<file path="src/rtl/arb_pkg.sv">
// rtl/arb_pkg.sv - shared types for the mode arbiter
package arb_pkg;

   typedef enum logic {
      PRIORITY    = 1'b0,
      ROUND_ROBIN = 1'b1
   } arb_mode_e;

   typedef enum logic {
      IDLE  = 1'b0,
      GRANT = 1'b1
   } arb_state_e;

   localparam int HOLD_W = 8;

endpackage

</file>
<file path="src/rtl/rr_pick.sv">
// rtl/rr_pick.sv - first set request searching upward from start, wrapping
module rr_pick #(
   parameter int N  = 4,
   parameter int IW = 2
) (
   input  logic [N-1:0]  req,
   input  logic [IW-1:0] start,
   output logic          found,
   output logic [IW-1:0] idx
);

   int pos;

   // The first hit wins and later hits are ignored, so a zero start gives fixed priority.
   always_comb begin
      found = 1'b0;
      idx   = '0;
      pos   = 0;
      for (int off = 0; off < N; off++) begin
         pos = int'(start) + off;
         if (pos >= N) pos = pos - N;
         if (!found && req[pos]) begin
            found = 1'b1;
            idx   = IW'(pos);
         end
      end
   end

endmodule

</file>
<file path="src/rtl/mode_arbiter.sv">
// rtl/mode_arbiter.sv - priority / round-robin arbiter with bounded hold and grant checking
module mode_arbiter
   import arb_pkg::*;
#(
   parameter int N_REQ    = 4,
   parameter int MAX_HOLD = 8
) (
   input  logic                     clk,
   input  logic                     rst_n,
   input  logic                     mode_i,
   input  logic [N_REQ-1:0]         req_i,
   input  logic                     err_clr_i,
   output logic [N_REQ-1:0]         gnt_o,
   output logic                     gnt_valid_o,
   output logic [$clog2(N_REQ)-1:0] gnt_idx_o,
   output logic                     err_o
);

   localparam int IW = $clog2(N_REQ);

   arb_state_e          state_q, state_d;
   arb_mode_e           mode_sel;
   logic [N_REQ-1:0]    gnt_q, gnt_d;
   logic [IW-1:0]       idx_q, idx_d;
   logic [IW-1:0]       rr_ptr, rr_ptr_d;
   logic [IW-1:0]       pick_start, pick_idx;
   logic                pick_found;
   logic [HOLD_W-1:0]   hold_q, hold_d;
   logic                err_q, err_set;

   function automatic logic [IW-1:0] ptr_inc(input logic [IW-1:0] p);
      return (int'(p) == N_REQ - 1) ? '0 : p + 1'b1;
   endfunction

   assign mode_sel   = arb_mode_e'(mode_i);
   assign pick_start = (mode_sel == ROUND_ROBIN) ? rr_ptr : '0;

   rr_pick #(.N(N_REQ), .IW(IW)) u_pick (
      .req   (req_i),
      .start (pick_start),
      .found (pick_found),
      .idx   (pick_idx)
   );

   always_comb begin
      state_d  = state_q;
      gnt_d    = gnt_q;
      idx_d    = idx_q;
      hold_d   = hold_q;
      rr_ptr_d = rr_ptr;
      unique case (state_q)
         IDLE: begin
            gnt_d  = '0;
            idx_d  = '0;
            hold_d = '0;
            if (pick_found) begin
               state_d         = GRANT;
               gnt_d[pick_idx] = 1'b1;
               idx_d           = pick_idx;
               hold_d          = HOLD_W'(1);
               if (mode_sel == ROUND_ROBIN) rr_ptr_d = ptr_inc(pick_idx);
            end
         end
         GRANT: begin
            // Releasing always passes through IDLE, which guarantees the idle gap.
            if (!req_i[idx_q] || hold_q == HOLD_W'(MAX_HOLD)) begin
               state_d = IDLE;
               gnt_d   = '0;
               idx_d   = '0;
               hold_d  = '0;
            end else begin
               hold_d = hold_q + 1'b1;
            end
         end
         default: begin
            state_d = IDLE;
            gnt_d   = '0;
            idx_d   = '0;
            hold_d  = '0;
         end
      endcase
   end

   // Independent watchdog on whatever is about to be registered as the grant.
   assign err_set = ((gnt_d & (gnt_d - 1'b1)) != '0) || ((gnt_d & ~req_i) != '0);

   always_ff @(posedge clk or negedge rst_n) begin
      if (!rst_n) begin
         state_q <= IDLE;
         gnt_q   <= '0;
         idx_q   <= '0;
         hold_q  <= '0;
         rr_ptr  <= '0;
         err_q   <= 1'b0;
      end else begin
         state_q <= state_d;
         gnt_q   <= gnt_d;
         idx_q   <= idx_d;
         hold_q  <= hold_d;
         rr_ptr  <= rr_ptr_d;
         err_q   <= err_set | (err_q & ~err_clr_i);
      end
   end

   assign gnt_o       = gnt_q;
   assign gnt_valid_o = |gnt_q;
   assign gnt_idx_o   = idx_q;
   assign err_o       = err_q;

endmodule
</file>
<file path="config.mk">
export PLATFORM = sky130hd
export DESIGN_NAME = mode_arbiter
export DESIGN_NICKNAME = d
export VERILOG_FILES = /design/src/rtl/arb_pkg.sv /design/src/rtl/rr_pick.sv /design/src/rtl/mode_arbiter.sv
export SDC_FILE = /design/constraint.sdc
export NUM_CORES = 1
export LEC_CHECK = 0
export ABC_AREA = 1
export CAP_MARGIN = 40
export CORE_ASPECT_RATIO = 0.6
export CORE_MARGIN = 4
export CORE_UTILIZATION = 58
export DETAILED_ROUTE_END_ITERATION = 8
export PLACE_DENSITY = 0.89
export SLEW_MARGIN = 20
export SYNTH_ARGS = -nofsm -noshare
export SYNTH_HDL_FRONTEND = slang
export SYNTH_SLANG_ARGS = --single-unit
</file>
<file path="constraint.sdc">
create_clock -name clk -period 3.6 [get_ports clk]
set_clock_uncertainty 0.1 [all_clocks]
set_input_delay 0.36 -clock clk [delete_from_list [all_inputs] [get_ports clk]]
set_output_delay 0.36 -clock clk [all_outputs]
set_load 0.005 [all_outputs]
</file>
; ---- Yosys cells after proc, flatten, opt, wreduce, memory -nomap -nowiden
; Index checks and enable logic that the tools add are counted.
; W data, S select, Z words.
[op_classes]
n_lt_le_gt_ge = 11
addsub = 10
eq_ne = 3
reduce_logical = 14
bitwise = 7
mux = 42
[op_table]
columns = op, count
row1 = $lt A32 B4 Y1 const B, 4
row2 = $mux W32, 4
row3 = $ge A32 B4 Y1 const B, 3
row4 = $sub A32 B4 Y32 const B, 3
row5 = $mux W1, 17
row6 = $mux W2, 8
row7 = $pmux W8 S2, 1
row8 = $bmux W1 S2, 5
row9 = $add A8 B1 Y8 const B, 1
row10 = $and A4 B4 Y4, 2
row11 = $eq A8 B4 Y1 const B, 1
row12 = $mux W4, 2
row13 = $mux W8, 1
row14 = $pmux W4 S2, 1
row15 = $reduce_bool A4 Y1, 2
row16 = $add A2 B2 Y3 const B, 2
row17 = $lt A2 B3 Y1 const B, 2
row18 = $logic_and A1 B1 Y1, 4
row19 = $logic_not A1 Y1, 4
row20 = $not A4 Y4, 1
row21 = $pmux W2 S2, 1
row22 = $reduce_or A4 Y1, 1
row23 = $sub A2 B3 Y4 const B, 1
row24 = $sub A4 B1 Y4 const B, 1
row25 = other kinds (13), 15
[totals]
word_cells = 93
input_bits = 8
regBits = 18
output_inout_bits = 8

; ---- Depth between registers and ports, before layout
[logic_depth]
depth_word = 27
ltp_mapped = 18
depth_no_buf = 17

; ---- Hierarchy
; Synthesis repeated with hierarchy kept, for this count alone.
[hier_totals]
hier_cells = 178
area_unflattened_um2 = 1271.2
[modules_own_cells]
columns = mod, instances, seq_area_each_um2, area_each_um2, cells_each
row1 = mode_arbiter, 1, 450.4, 952.2, 119
row2 = rr_pick, 1, 0.0, 319.1, 59

; ---- Worst setup path after synthesis
; No wires, ideal clock.
[synth_timing]
path_type = register -> register
startpoint = reg rr_ptr[0]
endpoint = reg err_q, in the netlist err_o
n_path_buf = 1
setup_time_ns = 0.125
arrival_ns = 2.005
period_less_slack_ns = 2.230
path_stages_with_launch = 17
required_time_ns = 3.375
slack_ns = 1.370
path_cell_list = dfrtp_1 -> buf_6 -> nand2_4 -> nand2_2 -> nand3_1 -> o21a_2 -> o21ai_1 -> or2_1 -> o21ai_2 -> inv_1 -> ha_1 -> nand3_2 -> nand2_2 -> nand2_1 -> nand2_1 -> nor2_1 -> nand3_1
[synth_between]
elab_chain_cells = 27
elab_cells_between_ends = 56
classes_between = 8 x add/sub / 6 x order compare / 29 x mux / 3 x bitwise / 10 x reduce/logical
[synth_rtl]
columns = item, line_no
row1 = "start, declared", mode_arbiter.sv:25  ; logic [IW-1:0] rr_ptr, rr_ptr_d;
row2 = "start signal, assigned", mode_arbiter.sv:100  ; rr_ptr <= rr_ptr_d;
row3 = $mux W2 *, mode_arbiter.sv:36  ; assign pick_start = (mode_sel == ROUND_ROBIN) ? rr_ptr : '0;
row4 = "parallel branches: the longest is 19 deep, another holds $sub A32 B4 Y32", -
row5 = $mux W4 *, mode_arbiter.sv:56  ; if (pick_found) begin
row6 = $pmux W4 S2 *, mode_arbiter.sv:51  ; unique case (state_q)
row7 = via gnt_d[0], mode_arbiter.sv:23  ; logic [N_REQ-1:0] gnt_q, gnt_d;
row8 = $sub A4 B1 Y4, mode_arbiter.sv:85  ; assign err_set = ((gnt_d & (gnt_d - 1'b1)) != '0) || ((gnt_d & ~req_i) != '0);
row9 = $and A4 B4 Y4, mode_arbiter.sv:85
row10 = $reduce_bool A4 Y1, mode_arbiter.sv:85
row11 = $logic_or A1 B1 Y1 *, mode_arbiter.sv:85
row12 = $or A1 B1 Y1 *, mode_arbiter.sv:101  ; err_q <= err_set | (err_q & ~err_clr_i);
row13 = "end signal, assigned", mode_arbiter.sv:101
row14 = "end, declared", mode_arbiter.sv:29  ; logic err_q, err_set;
; Mark *: on every way through the listed nets, which the timed path passes. The select of a mux whose other input is x is not followed.
; A chain may end at the register's enable or synchronous reset.

; ---- Final worst setup path
[layout_timing]
startpoint = in mode_i
endpoint = reg err_q, in the netlist err_o
[layout_between]
elab_chain_cells = 27
elab_cells_between_ends = 56
classes_between = 8 x add/sub / 6 x order compare / 29 x mux / 3 x bitwise / 10 x reduce/logical
[layout_rtl]
columns = item, line_no
row1 = "start, declared", mode_arbiter.sv:10  ; input logic mode_i,
row2 = $mux W2 *, mode_arbiter.sv:36
row3 = "parallel branches: the longest is 19 deep, another holds $sub A32 B4 Y32", -
row4 = $mux W4 *, mode_arbiter.sv:56
row5 = $pmux W4 S2 *, mode_arbiter.sv:51
row6 = via gnt_d[0], mode_arbiter.sv:23
row7 = $sub A4 B1 Y4, mode_arbiter.sv:85
row8 = $and A4 B4 Y4, mode_arbiter.sv:85
row9 = $reduce_bool A4 Y1, mode_arbiter.sv:85
row10 = $logic_or A1 B1 Y1 *, mode_arbiter.sv:85
row11 = $or A1 B1 Y1 *, mode_arbiter.sv:101
; Marks and branches as above.

==> impl_metrics.prom <==
# TYPE chip_impl_metric gauge
chip_impl_info{name="rsz_0062_raised_after_global_routing",value="no"} 1
chip_impl_metric{name="avgSynthCellArea",unit="um^2"} 7.51
chip_impl_metric{name="initial_core_util",unit="%"} 65.0
chip_impl_metric{name="fin_crit",unit="ns"} 2.87
chip_impl_metric{name="synthSimpleGateAreaFrac",unit="%"} 37.1
chip_impl_info{name="crit-reg2reg-launch",value="rr_ptr[0]"} 1
chip_impl_info{name="timing.critical_path.to_type",value="register"} 1
chip_impl_metric{name="placeable_core_region",unit="um^2"} 1950
chip_impl_metric{name="routed-via-count",unit=""} 1166
chip_impl_metric{name="chipWidth",unit="um"} 68.4
chip_impl_metric{name="dr.pass1.iters",unit=""} 4
chip_impl_metric{name="ys_seq_elements",unit=""} 18
chip_impl_metric{name="clkLatencyLatePin",unit="ns"} 0.30
chip_impl_metric{name="yosys_warnings",unit=""} 0
chip_impl_metric{name="power.share.switching",unit="%"} 47.0
chip_impl_metric{name="wl",unit="um"} 2860
chip_impl_metric{name="stdcell_area",unit="um^2"} 1470
chip_impl_info{name="critPathLaunchType",value="input port"} 1
chip_impl_metric{name="report.final.setup_viol",unit=""} 0
chip_impl_info{name="layout_commonest_cell",value="sky130_fd_sc_hd__nand2_1"} 1
chip_impl_metric{name="p_seq_share",unit="%"} 31.4
chip_impl_metric{name="synth_cells",unit=""} 169
chip_impl_metric{name="die_h",unit="um"} 44.2
chip_impl_metric{name="fmaxAchievable",unit="GHz"} 0.348
chip_impl_info{name="crit_start",value="mode_i"} 1
chip_impl_metric{name="numCtsBuffers",unit=""} 3
chip_impl_metric{name="layout-area-overhead-vs-synth",unit="%"} 15.5
chip_impl_metric{name="yosys.area_share.xor_xnor",unit="%"} 0
chip_impl_metric{name="drc_errors",unit=""} 0
chip_impl_info{name="status",value="finished clean"} 1
chip_impl_metric{name="power.leakage",unit="nW"} 0.747
chip_impl_metric{name="num_rows",unit=""} 12
chip_impl_metric{name="combPwrFrac",unit="%"} 59.2
chip_impl_metric{name="gp_routability_congestion",unit=""} 0.879
chip_impl_metric{name="critical_path.max_fanout",unit=""} 10
chip_impl_info{name="critical_path.slowest_cell",value="sky130_fd_sc_hd__clkdlybuf4s50_1"} 1
chip_impl_info{name="cts_tree",value="yes"} 1
chip_impl_metric{name="timing.reg2reg.worst_path_depth",unit=""} 14
chip_impl_metric{name="placement.cell_area",unit="um^2"} 1430
chip_impl_metric{name="grt_remaining_overflow",unit=""} 0
chip_impl_info{name="r2r_end",value="err_o"} 1
chip_impl_metric{name="design.die.area",unit="um^2"} 3020
chip_impl_metric{name="ctsHoldBuffers",unit=""} 0
chip_impl_metric{name="post_route_cells_drive_above_1_share",unit="%"} 14.5
chip_impl_metric{name="post_cts.repair.setup_buffers",unit=""} 0
chip_impl_info{name="synth_top_family_by_area",value="simple AND/OR/NAND/NOR gates"} 1
chip_impl_info{name="hp-class",value="in -> async"} 1
chip_impl_metric{name="ctsLongestPathBuffers",unit=""} 2
chip_impl_metric{name="ant_nets",unit=""} 0
chip_impl_metric{name="synth.cell_area",unit="um^2"} 1270
chip_impl_metric{name="fin_setup_tns",unit="ns"} 0
chip_impl_metric{name="grt_pass1_vias",unit=""} 979
chip_impl_metric{name="cellInternalPower",unit="mW"} 0.551
chip_impl_info{name="criticalPathCategory",value="in -> reg"} 1
chip_impl_metric{name="cts-htree-levels",unit=""} 1
chip_impl_metric{name="hold_viol",unit=""} 0
chip_impl_metric{name="post_synth_fa_ha_maj_area_fraction",unit="%"} 5.92
chip_impl_metric{name="max_cap_viol_count",unit=""} 0
chip_impl_metric{name="worst_slew_pin_slew",unit="ns"} 0.451
chip_impl_metric{name="insertedDiodeCount",unit=""} 0
chip_impl_metric{name="finish.net_count",unit=""} 202
chip_impl_info{name="worstPathCellList",value="clkdlybuf4s50_1, nand3_1, nand3_1, o21a_2, o21ai_1, or2_1, o21ai_2, inv_1, ha_1, nand3_2, nand2_2, nand2_1, nand2_1, nor2_1, nand3_1"} 1
chip_impl_metric{name="cts_num_sinks",unit=""} 18
chip_impl_metric{name="path_clk_slew",unit="ns"} 0.09
chip_impl_metric{name="critical_path.n_buffers_inverters",unit=""} 2
chip_impl_info{name="synth.largest_area_cell",value="sky130_fd_sc_hd__dfrtp_1"} 1
chip_impl_metric{name="clock_share_of_power",unit="%"} 9.4
chip_impl_metric{name="synth_mux_area_share",unit="%"} 0
chip_impl_metric{name="global_route_wire_length_before_repair",unit="um"} 4730
chip_impl_metric{name="grt_antenna_before_repair",unit=""} 0
chip_impl_metric{name="grt_max_degree",unit=""} 19
chip_impl_metric{name="powerDensity",unit="nW/um^2"} 710
chip_impl_metric{name="placed_cells",unit=""} 210
chip_impl_metric{name="post_layout_nonfiller_instances",unit=""} 214
chip_impl_metric{name="synthDistinctLibCells",unit=""} 27
chip_impl_metric{name="final_max_slew_viol_count",unit=""} 0
chip_impl_metric{name="detail_route.wl_per_cell",unit="um"} 13.4
chip_impl_info{name="timing.critical_path.mode_cell",value="sky130_fd_sc_hd__nand3_1"} 1
chip_impl_metric{name="groute.usage.overall",unit="%"} 21.8
chip_impl_metric{name="sum_of_net_half_perimeters_after_detailed_placement",unit="um"} 2350
chip_impl_metric{name="ios",unit=""} 16
chip_impl_metric{name="synth.yosys.seq_area_share",unit="%"} 35.5
chip_impl_metric{name="cp_data_required_time",unit="ns"} 3.69
chip_impl_info{name="cell_family_contributing_the_most_delay_on_the_critical_path",value="simple AND/OR/NAND/NOR gates"} 1
chip_impl_info{name="clockRootBuffer",value="sky130_fd_sc_hd__clkbuf_4"} 1
chip_impl_info{name="mostFrequentLayoutCells",value="sky130_fd_sc_hd__nand2_1 (35), sky130_fd_sc_hd__inv_1 (30), sky130_fd_sc_hd__dfrtp_1 (18)"} 1
chip_impl_metric{name="switching_power",unit="mW"} 0.489
chip_impl_metric{name="final_min_period_over_clock_period",unit="%"} 79.7
chip_impl_metric{name="vias_per_cell",unit=""} 5.45
chip_impl_metric{name="fill_cells",unit=""} 149
chip_impl_metric{name="max-vdd-ir-drop",unit="uV"} 484
chip_impl_metric{name="max-slew-margin-rel",unit="%"} 69.8
chip_impl_info{name="synthTopCellsByArea",value="sky130_fd_sc_hd__dfrtp_1 (36%), sky130_fd_sc_hd__nand2_1 (10%), sky130_fd_sc_hd__inv_1 (8.9%)"} 1
chip_impl_metric{name="cts_repair_resize_count",unit=""} 0
chip_impl_metric{name="postSynthNetCount",unit=""} 183
chip_impl_metric{name="max_stage_delay",unit="ns"} 0.75
chip_impl_metric{name="synthDominantCellAreaShare",unit="%"} 35.5
chip_impl_metric{name="crit_arrival",unit="ns"} 2.96
chip_impl_metric{name="synth_compound_area_share",unit="%"} 10.6
chip_impl_metric{name="drt_iter0_markers",unit=""} 113
chip_impl_metric{name="r2r_setup_slack",unit="ns"} 1.02
chip_impl_metric{name="port_buffers",unit=""} 15
power groups by stage:
| stage | Sequential (mW) | Combinational, mW | Clock (mW) |
|---|---|---|---|
| 3_3_place_gp | 0.325 | 0.588 | 0 |
| 5_1_grt | 0.337 | 0.686 | 0.116 |
| 6_report | 0.327 | 0.616 | 0.0973 |
| 3_5_place_dp | 0.331 | 0.607 | 0 |
| 4_1_cts | 0.327 | 0.611 | 0.103 |
| 2_1_floorplan | 0.309 | 0.441 | 0 |
metrics by stage:
| step | hold slack [ns] | utilization, % | power, mW | setup WS [ns] |
|---|---|---|---|---|
| after floorplan | -0.0356 | - | 0.750 | 1.37 |
| after global placement | 0.396 | 73.3 | 0.913 | 0.528 |
| after detailed placement | 0.411 | 73.3 | 0.938 | 0.438 |
| after CTS | 0.427 | 74.5 | 1.04 | 0.747 |
| after global routing | 0.248 | 75.1 | 1.14 | 0.588 |
| final | 0.246 | 75.1 | 1.04 | 0.730 |
Yosys cell counts:
cell,n
sky130_fd_sc_hd__nand4_1,4
sky130_fd_sc_hd__inv_1,30
sky130_fd_sc_hd__o21a_2,1
sky130_fd_sc_hd__nand3_4,1
sky130_fd_sc_hd__nor3_1,4
sky130_fd_sc_hd__nand2_4,4
sky130_fd_sc_hd__o22ai_1,1
sky130_fd_sc_hd__o21ai_1,2
sky130_fd_sc_hd__nand2_1,35
sky130_fd_sc_hd__or4_1,1
sky130_fd_sc_hd__nor2_1,11
sky130_fd_sc_hd__buf_6,2
sky130_fd_sc_hd__a31oi_1,1
sky130_fd_sc_hd__o31ai_1,1
sky130_fd_sc_hd__dfrtp_1,18
sky130_fd_sc_hd__ha_1,6
sky130_fd_sc_hd__inv_2,1
sky130_fd_sc_hd__nor2_4,2
sky130_fd_sc_hd__nand2_2,10
sky130_fd_sc_hd__o21ai_0,7
sky130_fd_sc_hd__a21oi_1,7
sky130_fd_sc_hd__nand3_2,2
sky130_fd_sc_hd__o21ai_2,2
sky130_fd_sc_hd__or2_1,1
sky130_fd_sc_hd__o211ai_1,1
sky130_fd_sc_hd__nand3_1,13
sky130_fd_sc_hd__nor4_1,1
cell type report:
cell class	count	area [um^2]	share of cell area (%)
Clock buffer	3	22.5	1.54
Timing Repair Buffer	16	161	11.0
Sequential cell	18	450	30.7
Inverter	31	116	7.94
Multi-Input combinational cell	118	679	46.4
Tap cell	28	35.0	2.39
kinds of logic after synthesis:
logic type	after synthesis
flops	18
compound gates	23
buf+inv	33
simple gates	89
fa+ha+maj	6
sequential cells by signal (all words and copies together), names as in the netlist:
signal and flops:
err_o 1, gnt_idx_o 2, gnt_o 4, hold_q 8, rr_ptr 2, state_q 1
layer usage:
layer / GRT usage (%) / vias to the layer above / part of all wire (%)
met1: 33.5 / 535 / 47
met3: 6.09 / 3 / 10
met5: 0 / - / 0
met4: 5.93 / 0 / 0.84
met2: 29.4 / 53 / 42
li1: - / 575 / -
worst max path at each step:
stage | to | slack, ns | cells past startpoint
after global routing | err_o | 0.59 | 15
after detailed placement | err_o | 0.44 | 15
after global placement | err_o | 0.53 | 15
after CTS | err_o | 0.75 | 15
final | err_o | 0.73 | 15
after floorplan | err_o | 1.37 | 16
(Power assumes the default switching activity.)
